==> config.mk <==
export PLATFORM = sky130hd
export DESIGN_NAME = router_local_port
export DESIGN_NICKNAME = d
export VERILOG_FILES = /design/src/rtl/router_local_port.sv
export SDC_FILE = /design/constraint.sdc
export NUM_CORES = 1
export LEC_CHECK = 0
export ABC_CLOCK_PERIOD_IN_PS = 4360
export BUFFER_PORTS_ARGS = -buffer_cell sky130_fd_sc_hd__buf_2
export CELL_PAD_IN_SITES_DETAIL_PLACEMENT = 1
export CELL_PAD_IN_SITES_GLOBAL_PLACEMENT = 2
export CORE_MARGIN = 1.5
export CORE_UTILIZATION = 46
export DETAILED_ROUTE_END_ITERATION = 10
export PLACE_DENSITY = 0.88
export REMOVE_ABC_BUFFERS = 1
export SETUP_SLACK_MARGIN = 0.05
export SYNTH_ARGS = -nofsm -noshare
export SYNTH_HDL_FRONTEND = slang
export SYNTH_SLANG_ARGS = --single-unit
==> constraint.sdc <==
create_clock -name clock -period 4.36 [get_ports clock]
set_input_delay 1.09 -clock clock [delete_from_list [all_inputs] [get_ports clock]]
set_output_delay 1.09 -clock clock [all_outputs]
set_load 0.01 [all_outputs]
==> src/rtl/router_local_port.sv <==
// Local-port endpoint between the DDMA and the router crossbar: an inject FIFO with packet
// framing toward the switch, and an unframed eject FIFO back toward the DDMA.
module router_local_port #(
  parameter int FLIT_WIDTH   = 32,
  parameter int BUFFER_DEPTH = 4
) (
  input  logic                  clock,
  input  logic                  reset,
  input  logic                  rx,
  input  logic [FLIT_WIDTH-1:0] data_i,
  output logic                  credit_o,
  output logic                  tx,
  output logic [FLIT_WIDTH-1:0] data_o,
  input  logic                  credit_i,
  output logic                  inj_valid,
  output logic [FLIT_WIDTH-1:0] inj_data,
  output logic                  inj_head,
  output logic                  inj_tail,
  output logic [15:0]           inj_dest,
  input  logic                  inj_ready,
  input  logic                  ej_valid,
  input  logic [FLIT_WIDTH-1:0] ej_data,
  output logic                  ej_ready,
  output logic [15:0]           inj_pkts,
  output logic                  err_o
);

  localparam int PTR_W = (BUFFER_DEPTH > 1) ? $clog2(BUFFER_DEPTH) : 1;
  localparam int CNT_W = PTR_W + 1;
  localparam logic [CNT_W-1:0] FULL_CNT = CNT_W'(BUFFER_DEPTH);

  localparam logic [1:0] ST_HEADER  = 2'd0;
  localparam logic [1:0] ST_SIZE    = 2'd1;
  localparam logic [1:0] ST_PAYLOAD = 2'd2;

  logic [FLIT_WIDTH-1:0] r_injMem [BUFFER_DEPTH];
  logic [PTR_W-1:0]      r_injRd;
  logic [PTR_W-1:0]      r_injWr;
  logic [CNT_W-1:0]      r_injCount;

  logic [FLIT_WIDTH-1:0] r_ejMem [BUFFER_DEPTH];
  logic [PTR_W-1:0]      r_ejRd;
  logic [PTR_W-1:0]      r_ejWr;
  logic [CNT_W-1:0]      r_ejCount;

  logic [1:0]  r_state;
  logic [15:0] r_remaining;
  logic [15:0] r_injDest;
  logic [15:0] r_injPkts;
  logic        r_err;

  logic        w_injPush;
  logic        w_injPop;
  logic        w_ejPush;
  logic        w_ejPop;
  logic [15:0] w_injLow;

  // Credits are forced low while reset is held so the DDMA and switch cannot push.
  assign credit_o  = !reset && (r_injCount != FULL_CNT);
  assign ej_ready  = !reset && (r_ejCount != FULL_CNT);
  assign inj_valid = (r_injCount != '0);
  assign tx        = (r_ejCount != '0);
  assign inj_data  = r_injMem[r_injRd];
  assign data_o    = r_ejMem[r_ejRd];

  assign w_injPush = rx && credit_o;
  assign w_injPop  = inj_valid && inj_ready;
  assign w_ejPush  = ej_valid && ej_ready;
  assign w_ejPop   = tx && credit_i;
  assign w_injLow  = inj_data[15:0];

  assign inj_head = inj_valid && (r_state == ST_HEADER);
  assign inj_tail = inj_valid &&
                    (((r_state == ST_SIZE) && (w_injLow == 16'd0)) ||
                     ((r_state == ST_PAYLOAD) && (r_remaining == 16'd1)));

  assign inj_dest = r_injDest;
  assign inj_pkts = r_injPkts;
  assign err_o    = r_err;

  always_ff @(posedge clock) begin
    if (w_injPush) r_injMem[r_injWr] <= data_i;
    if (w_ejPush)  r_ejMem[r_ejWr]   <= ej_data;
  end

  always_ff @(posedge clock or posedge reset) begin
    if (reset) begin
      r_injRd    <= '0;
      r_injWr    <= '0;
      r_injCount <= '0;
    end else begin
      if (w_injPush) r_injWr <= r_injWr + PTR_W'(1);
      if (w_injPop)  r_injRd <= r_injRd + PTR_W'(1);
      case ({w_injPush, w_injPop})
        2'b10:   r_injCount <= r_injCount + CNT_W'(1);
        2'b01:   r_injCount <= r_injCount - CNT_W'(1);
        default: r_injCount <= r_injCount;
      endcase
    end
  end

  always_ff @(posedge clock or posedge reset) begin
    if (reset) begin
      r_ejRd    <= '0;
      r_ejWr    <= '0;
      r_ejCount <= '0;
    end else begin
      if (w_ejPush) r_ejWr <= r_ejWr + PTR_W'(1);
      if (w_ejPop)  r_ejRd <= r_ejRd + PTR_W'(1);
      case ({w_ejPush, w_ejPop})
        2'b10:   r_ejCount <= r_ejCount + CNT_W'(1);
        2'b01:   r_ejCount <= r_ejCount - CNT_W'(1);
        default: r_ejCount <= r_ejCount;
      endcase
    end
  end

  // Framing only moves when the switch actually takes a flit; inj_tail decides packet end.
  always_ff @(posedge clock or posedge reset) begin
    if (reset) begin
      r_state     <= ST_HEADER;
      r_remaining <= 16'd0;
      r_injDest   <= 16'd0;
      r_injPkts   <= 16'd0;
    end else if (w_injPop) begin
      if (inj_tail) r_injPkts <= r_injPkts + 16'd1;
      case (r_state)
        ST_HEADER: begin
          r_injDest <= w_injLow;
          r_state   <= ST_SIZE;
        end
        ST_SIZE: begin
          r_remaining <= w_injLow;
          r_state     <= inj_tail ? ST_HEADER : ST_PAYLOAD;
        end
        ST_PAYLOAD: begin
          r_remaining <= r_remaining - 16'd1;
          if (inj_tail) r_state <= ST_HEADER;
        end
        default: r_state <= ST_HEADER;
      endcase
    end
  end

  always_ff @(posedge clock or posedge reset) begin
    if (reset)                 r_err <= 1'b0;
    else if (rx && !credit_o)  r_err <= 1'b1;
  end

endmodule

* Word-level counts from Yosys, hierarchy flattened *
Memory sizes are Yosys's and may differ from the RTL's.
Cells that the tools add are included.

cells by class
  equality and inequality tests = 10
  reduce and logical (&&, ||, !) cells = 25
  mux-type cells = 10
  $add $sub $neg = 10

operator list
  kind                                                                  number
  16-bit case mux with 2 select lines                                   1
  16-bit by 1-bit adder with 16-bit output, second input constant       1
  16-bit by 1-bit == test with 1-bit output, second input constant      1
  16-bit zero test                                                      1
  16-bit by 1-bit subtractor with 16-bit output, second input constant  1
  3-bit case mux with 2 select lines                                    2
  1-bit logical AND                                                     11
  2-bit by 1-bit adder with 2-bit output, second input constant         4
  2-bit AND reduction                                                   4
  3-bit by 1-bit adder with 3-bit output, second input constant         2
  2-bit by 1-bit == test with 1-bit output, second input constant       3
  2-bit == test, second input constant                                  3
  3-bit inequality test, second input constant                          2
  2-bit case mux with 3 select lines                                    1
  2-bit nonzero test                                                    3
  3-bit nonzero test                                                    2
  3-bit by 1-bit subtractor with 3-bit output, second input constant    2
  1-bit two-way mux                                                     4
  2-bit two-way mux                                                     2
  1-bit zero test                                                       2
  2-bit zero test                                                       1
  2-bit inequality test, second input constant                          1
  1-bit logical OR                                                      1

word-level totals
  input bits = 70
  output and inout port bits = 103
  RAM bits = 256
  register bits after elaboration = 65
  word-level logic and storage cells = 68
  memories = 2

memory list
  memory    words  bits a word  rd ports  clocked after memory_dff  write ports  line  RTL
  r_ejMem   4      32           1         0                         1            41    logic [FLIT_WIDTH-1:0] r_ejMem [BUFFER_DEPTH];
  r_injMem  4      32           1         0                         1            36    logic [FLIT_WIDTH-1:0] r_injMem [BUFFER_DEPTH];

* Longest topological paths before layout *
An unclocked memory read counts as a cell.

  word-level depth = 7
  mapped depth = 10
  gate-level depth less buffers = 10

* Worst setup path after synthesis *
No wires, ideal clock.

  kind = register to output
  start = reg r_injRd[0]
  end = out inj_tail
  arrival time = 2.034 ns
  buffers on the path = 2
  required time = 3.270 ns
  setup slack = 1.236 ns
  stages on the path, launching flop included = 8
  cell sequence = dfrtp_1 buf_6 buf_8 mux4_1 nor4_2 and4_1 a21oi_1 nor2_1

on the way
  cells in the longest elaborated chain, start to end = 5

ends and longest elaborated chain
  what                      line  RTL
  start: declaration        37    logic [PTR_W-1:0] r_injRd;
  start signal: assignment  93    if (w_injPop) r_injRd <= r_injRd + PTR_W'(1);
  memory 4 x 32 bit         -
  named net inj_data[10]    16    output logic [FLIT_WIDTH-1:0] inj_data,
  16-bit zero test          74    (((r_state == ST_SIZE) && (w_injLow == 16'd0)) ||
  1-bit logical AND         74
  1-bit logical OR          74
  1-bit logical AND         73    assign inj_tail = inj_valid &&
  end: declaration          18    output logic inj_tail,

The timed path passes the listed nets, and every way through them passes these cells.

* Worst setup path after layout *
  start = reg r_injRd[0]
  end = out inj_tail

on the way
  cells in the longest elaborated chain, start to end = 5

ends and longest elaborated chain
  what               line
  memory 4 x 32 bit  -
  16-bit zero test   74
  1-bit logical AND  74
  1-bit logical OR   74
  1-bit logical AND  73

No other way between the ends.

==> impl_metrics.ini <==
[place]
gp_congestion = 0.7821
io_buffer_count = 172
dpl_cell_area_um2 = 14060
post-place-ws_ps = 638.3
dp_hpwl_mm = 19.50
dpl.cell_count = 1206

[synthesis]
avgSynthCellArea_um2 = 18.95
seq_area_frac_synth_pct = 73.12
yosysWarningCount = 0
syn-cell-area_um2 = 12740
ys_ff_latch = 321
async_flop_share_pct = 20.25
ys_types = 52
synthCells = 672
synth_ff_type = edfxtp_1
synth_edf_count = 256

[floorplan]
rows = 60
die_height_um = 169.4
die_area_um2 = 28700
design.core.area_um2 = 27100
die_x_um = 169.4
initial_utilization_pct = 47.00
io_pins = 173

[sta]
fin_skew_ps = 11.81
clock.fmax_mhz = 243.7
setup_tns_ps = 0
setup_viol = 0
rsz0062_at_grt = false
max-slew-margin-rel_pct = 35.32
min_period_ps = 4104
final-hold-violation-count = 0
worst_slack_ps = 256.0
hold_slack_ps = 481.4
drv_slew = 0
post-route-period-util_pct = 94.13
tightest_slew_ps = 970.2

[worst_setup_path]
crit_type = reg2out
worstPathArrival_ps = 3010
crit_fanout = 20
crit_path_end_kind = output port
critPathSlowestCell = mux4_1
slowest_delay_ps = 710
worstPathCellList = mux4_1 > nor4_2 > and4_1 > a21oi_1 > nor2_1 > buf_2
cp.required_ps = 3270
start_kind = register

[outcome]
outcome = completed

[route]
ant_nets = 0
dr.pass1.iters = 5
num_vias = 6866
drc = 0
initialDrtViolationCount = 417
wl_per_cell_um = 22.71
via_per_inst = 5.402
drt_wl_total_mm = 28.87

[flow_run]
maxCapViolations = 0

[layout]
fillCellCount = 2467
final_util_pct = 56.01
finish.instance_area_um2 = 15180
final_cells = 1271
multiInputGateArea_um2 = 3194
fin_nets = 959
syn2layout_area_growth_pct = 19.16
drive_above_1_share_pct = 36.53
ff_latch_area_um2 = 9319

[clock_tree]
insertion_delay_ps = 510
cts_tree = built
htree_levels = 2
clk_path_buf_depth = 3
cts-root-buf = clkbuf_16
clock-sinks = 321
numCtsBuffers = 35
path_clk_slew_ps = 60
cts_setup_buffers = 0

[global_route]
grt_pass1_wl_mm = 43.84
antenna_found_initial = 3
grt_max_degree = 33
grt_pass1_vias = 7446
grt_use_total_pct = 20.46
grt_overflow = 0

[power]
powerDensity_nw_per_um2 = 660.0
p_leak_nw = 5.632
irDropWorstVdd_v = 0.0004931
finalPower_mw = 10.02

[hold_path]
worst_hold_path_type = reg2reg
-- state kept, by name (all words and copies together) (netlist names) --
signal / flops
err_o: 1
inj_dest: 16
inj_pkts: 16
r_ejCount: 3
r_ejMem: 128
r_ejRd: 2
r_ejWr: 2
r_injCount: 3
r_injMem: 128
r_injRd: 2
r_injWr: 2
r_remaining: 16
r_state: 2
-- critical path: cells and delay by family (launching register included) --
| kind | cells | cell delay [ps] |
|---|---|---|
| AND/OR/NAND/NOR | 3 | 950 |
| multiplexers | 1 | 710 |
| flip-flops | 1 | 650 |
| buffers and inverters | 1 | 140 |
| AO/OA/AOI/OAI | 1 | 60 |
-- layout make-up --
cell class                 instances  share of cell area [%]
antenna                            1                 0.01649
clock buffer                      45                   6.018
clock inverter                    19                   1.302
inverter                          20                  0.4946
multi-input combinational        301                   21.05
sequential                       321                   61.40
tap                              372                   3.067
timing repair buffer             192                   6.661
-- logic make-up after synthesis --
logic type      share of synthesized area (%)
compound gates                          3.045
simple gates                            4.912
flops                                   73.12
xor+xnor                                1.788
buf+inv                                 1.837
fa+ha+maj                               1.886
mux                                     13.41
-- per-layer routing --
metal | global-route usage [%] | vias to the layer above | routed length [um]
met1 | 25.96 | 3549 | 11920
met3 | 4.524 | 50 | 1713
met2 | 35.32 | 203 | 14580
met5 | 0 | - | 16
li1 | - | 3062 | -
met4 | 6.195 | 2 | 635
-- power breakdown --
group	switching (mW)	internal, mW	leakage, nW
clock network	1.15	1.72	0.544
logic	1.57	1.33	1.98
registers	0.409	3.82	3.11
total	3.14	6.88	5.63
-- synthesized netlist by cell type (all sizes together) (6+ instances only) --
library cell	instances	area [um^2]
a21oi	25	125.1
and2	7	43.80
and3	16	100.1
buf	13	95.08
clkbuf	17	63.81
dfrtp	65	1627
edfxtp	256	7687
ha	16	200.2
inv	20	75.07
mux2	19	221.5
mux4	63	1456
nand2	23	93.84
nand3	15	75.07
nand4	8	62.56
nor2	19	71.32
nor3	6	30.03
nor4	6	56.31
o21ai	15	75.07
xnor2	20	175.2
xor2	6	52.55
-- final timing paths --
| kind | start | to | slack [ps] | cells after the start |
|---|---|---|---|---|
| max | r_injRd[0]$_DFFE_PP0P_ | inj_tail | 260 | 6 |
| min | err_o$_DFFE_PP0P_ | err_o$_DFFE_PP0P_ | 480 | 1 |
| max reg2reg | r_injRd[0]$_DFFE_PP0P_ | inj_pkts[1]$_DFFE_PP0P_ | 1590 | 5 |
| min reg2reg | err_o$_DFFE_PP0P_ | err_o$_DFFE_PP0P_ | 480 | 1 |
| max in group asynchronous | reset | r_injRd[0]$_DFFE_PP0P_ | 2880 | 3 |
| min in group asynchronous | reset | r_ejCount[1]$_DFFE_PP0P_ | 660 | 2 |
-- placed cells by master (no fill, tap or decap), types with 17 or more instances in the layout --
master,netlist,routed
buf_4,0,20
inv_1,20,19
nor2_1,19,19
a21oi_1,25,25
edfxtp_1,256,256
nand2_1,22,22
xnor2_1,20,20
buf_2,3,172
dfrtp_1,65,63
mux2_2,17,17
clkbuf_16,0,35
mux4_2,53,53
-- timing repair --
action | in CTS | in global routing
hold buffers | 0 | 0
endpoints found under the setup margin | 0 | 1
resized for setup | 0 | 1
No activity file was read; power rests on OpenSTA's default activity.
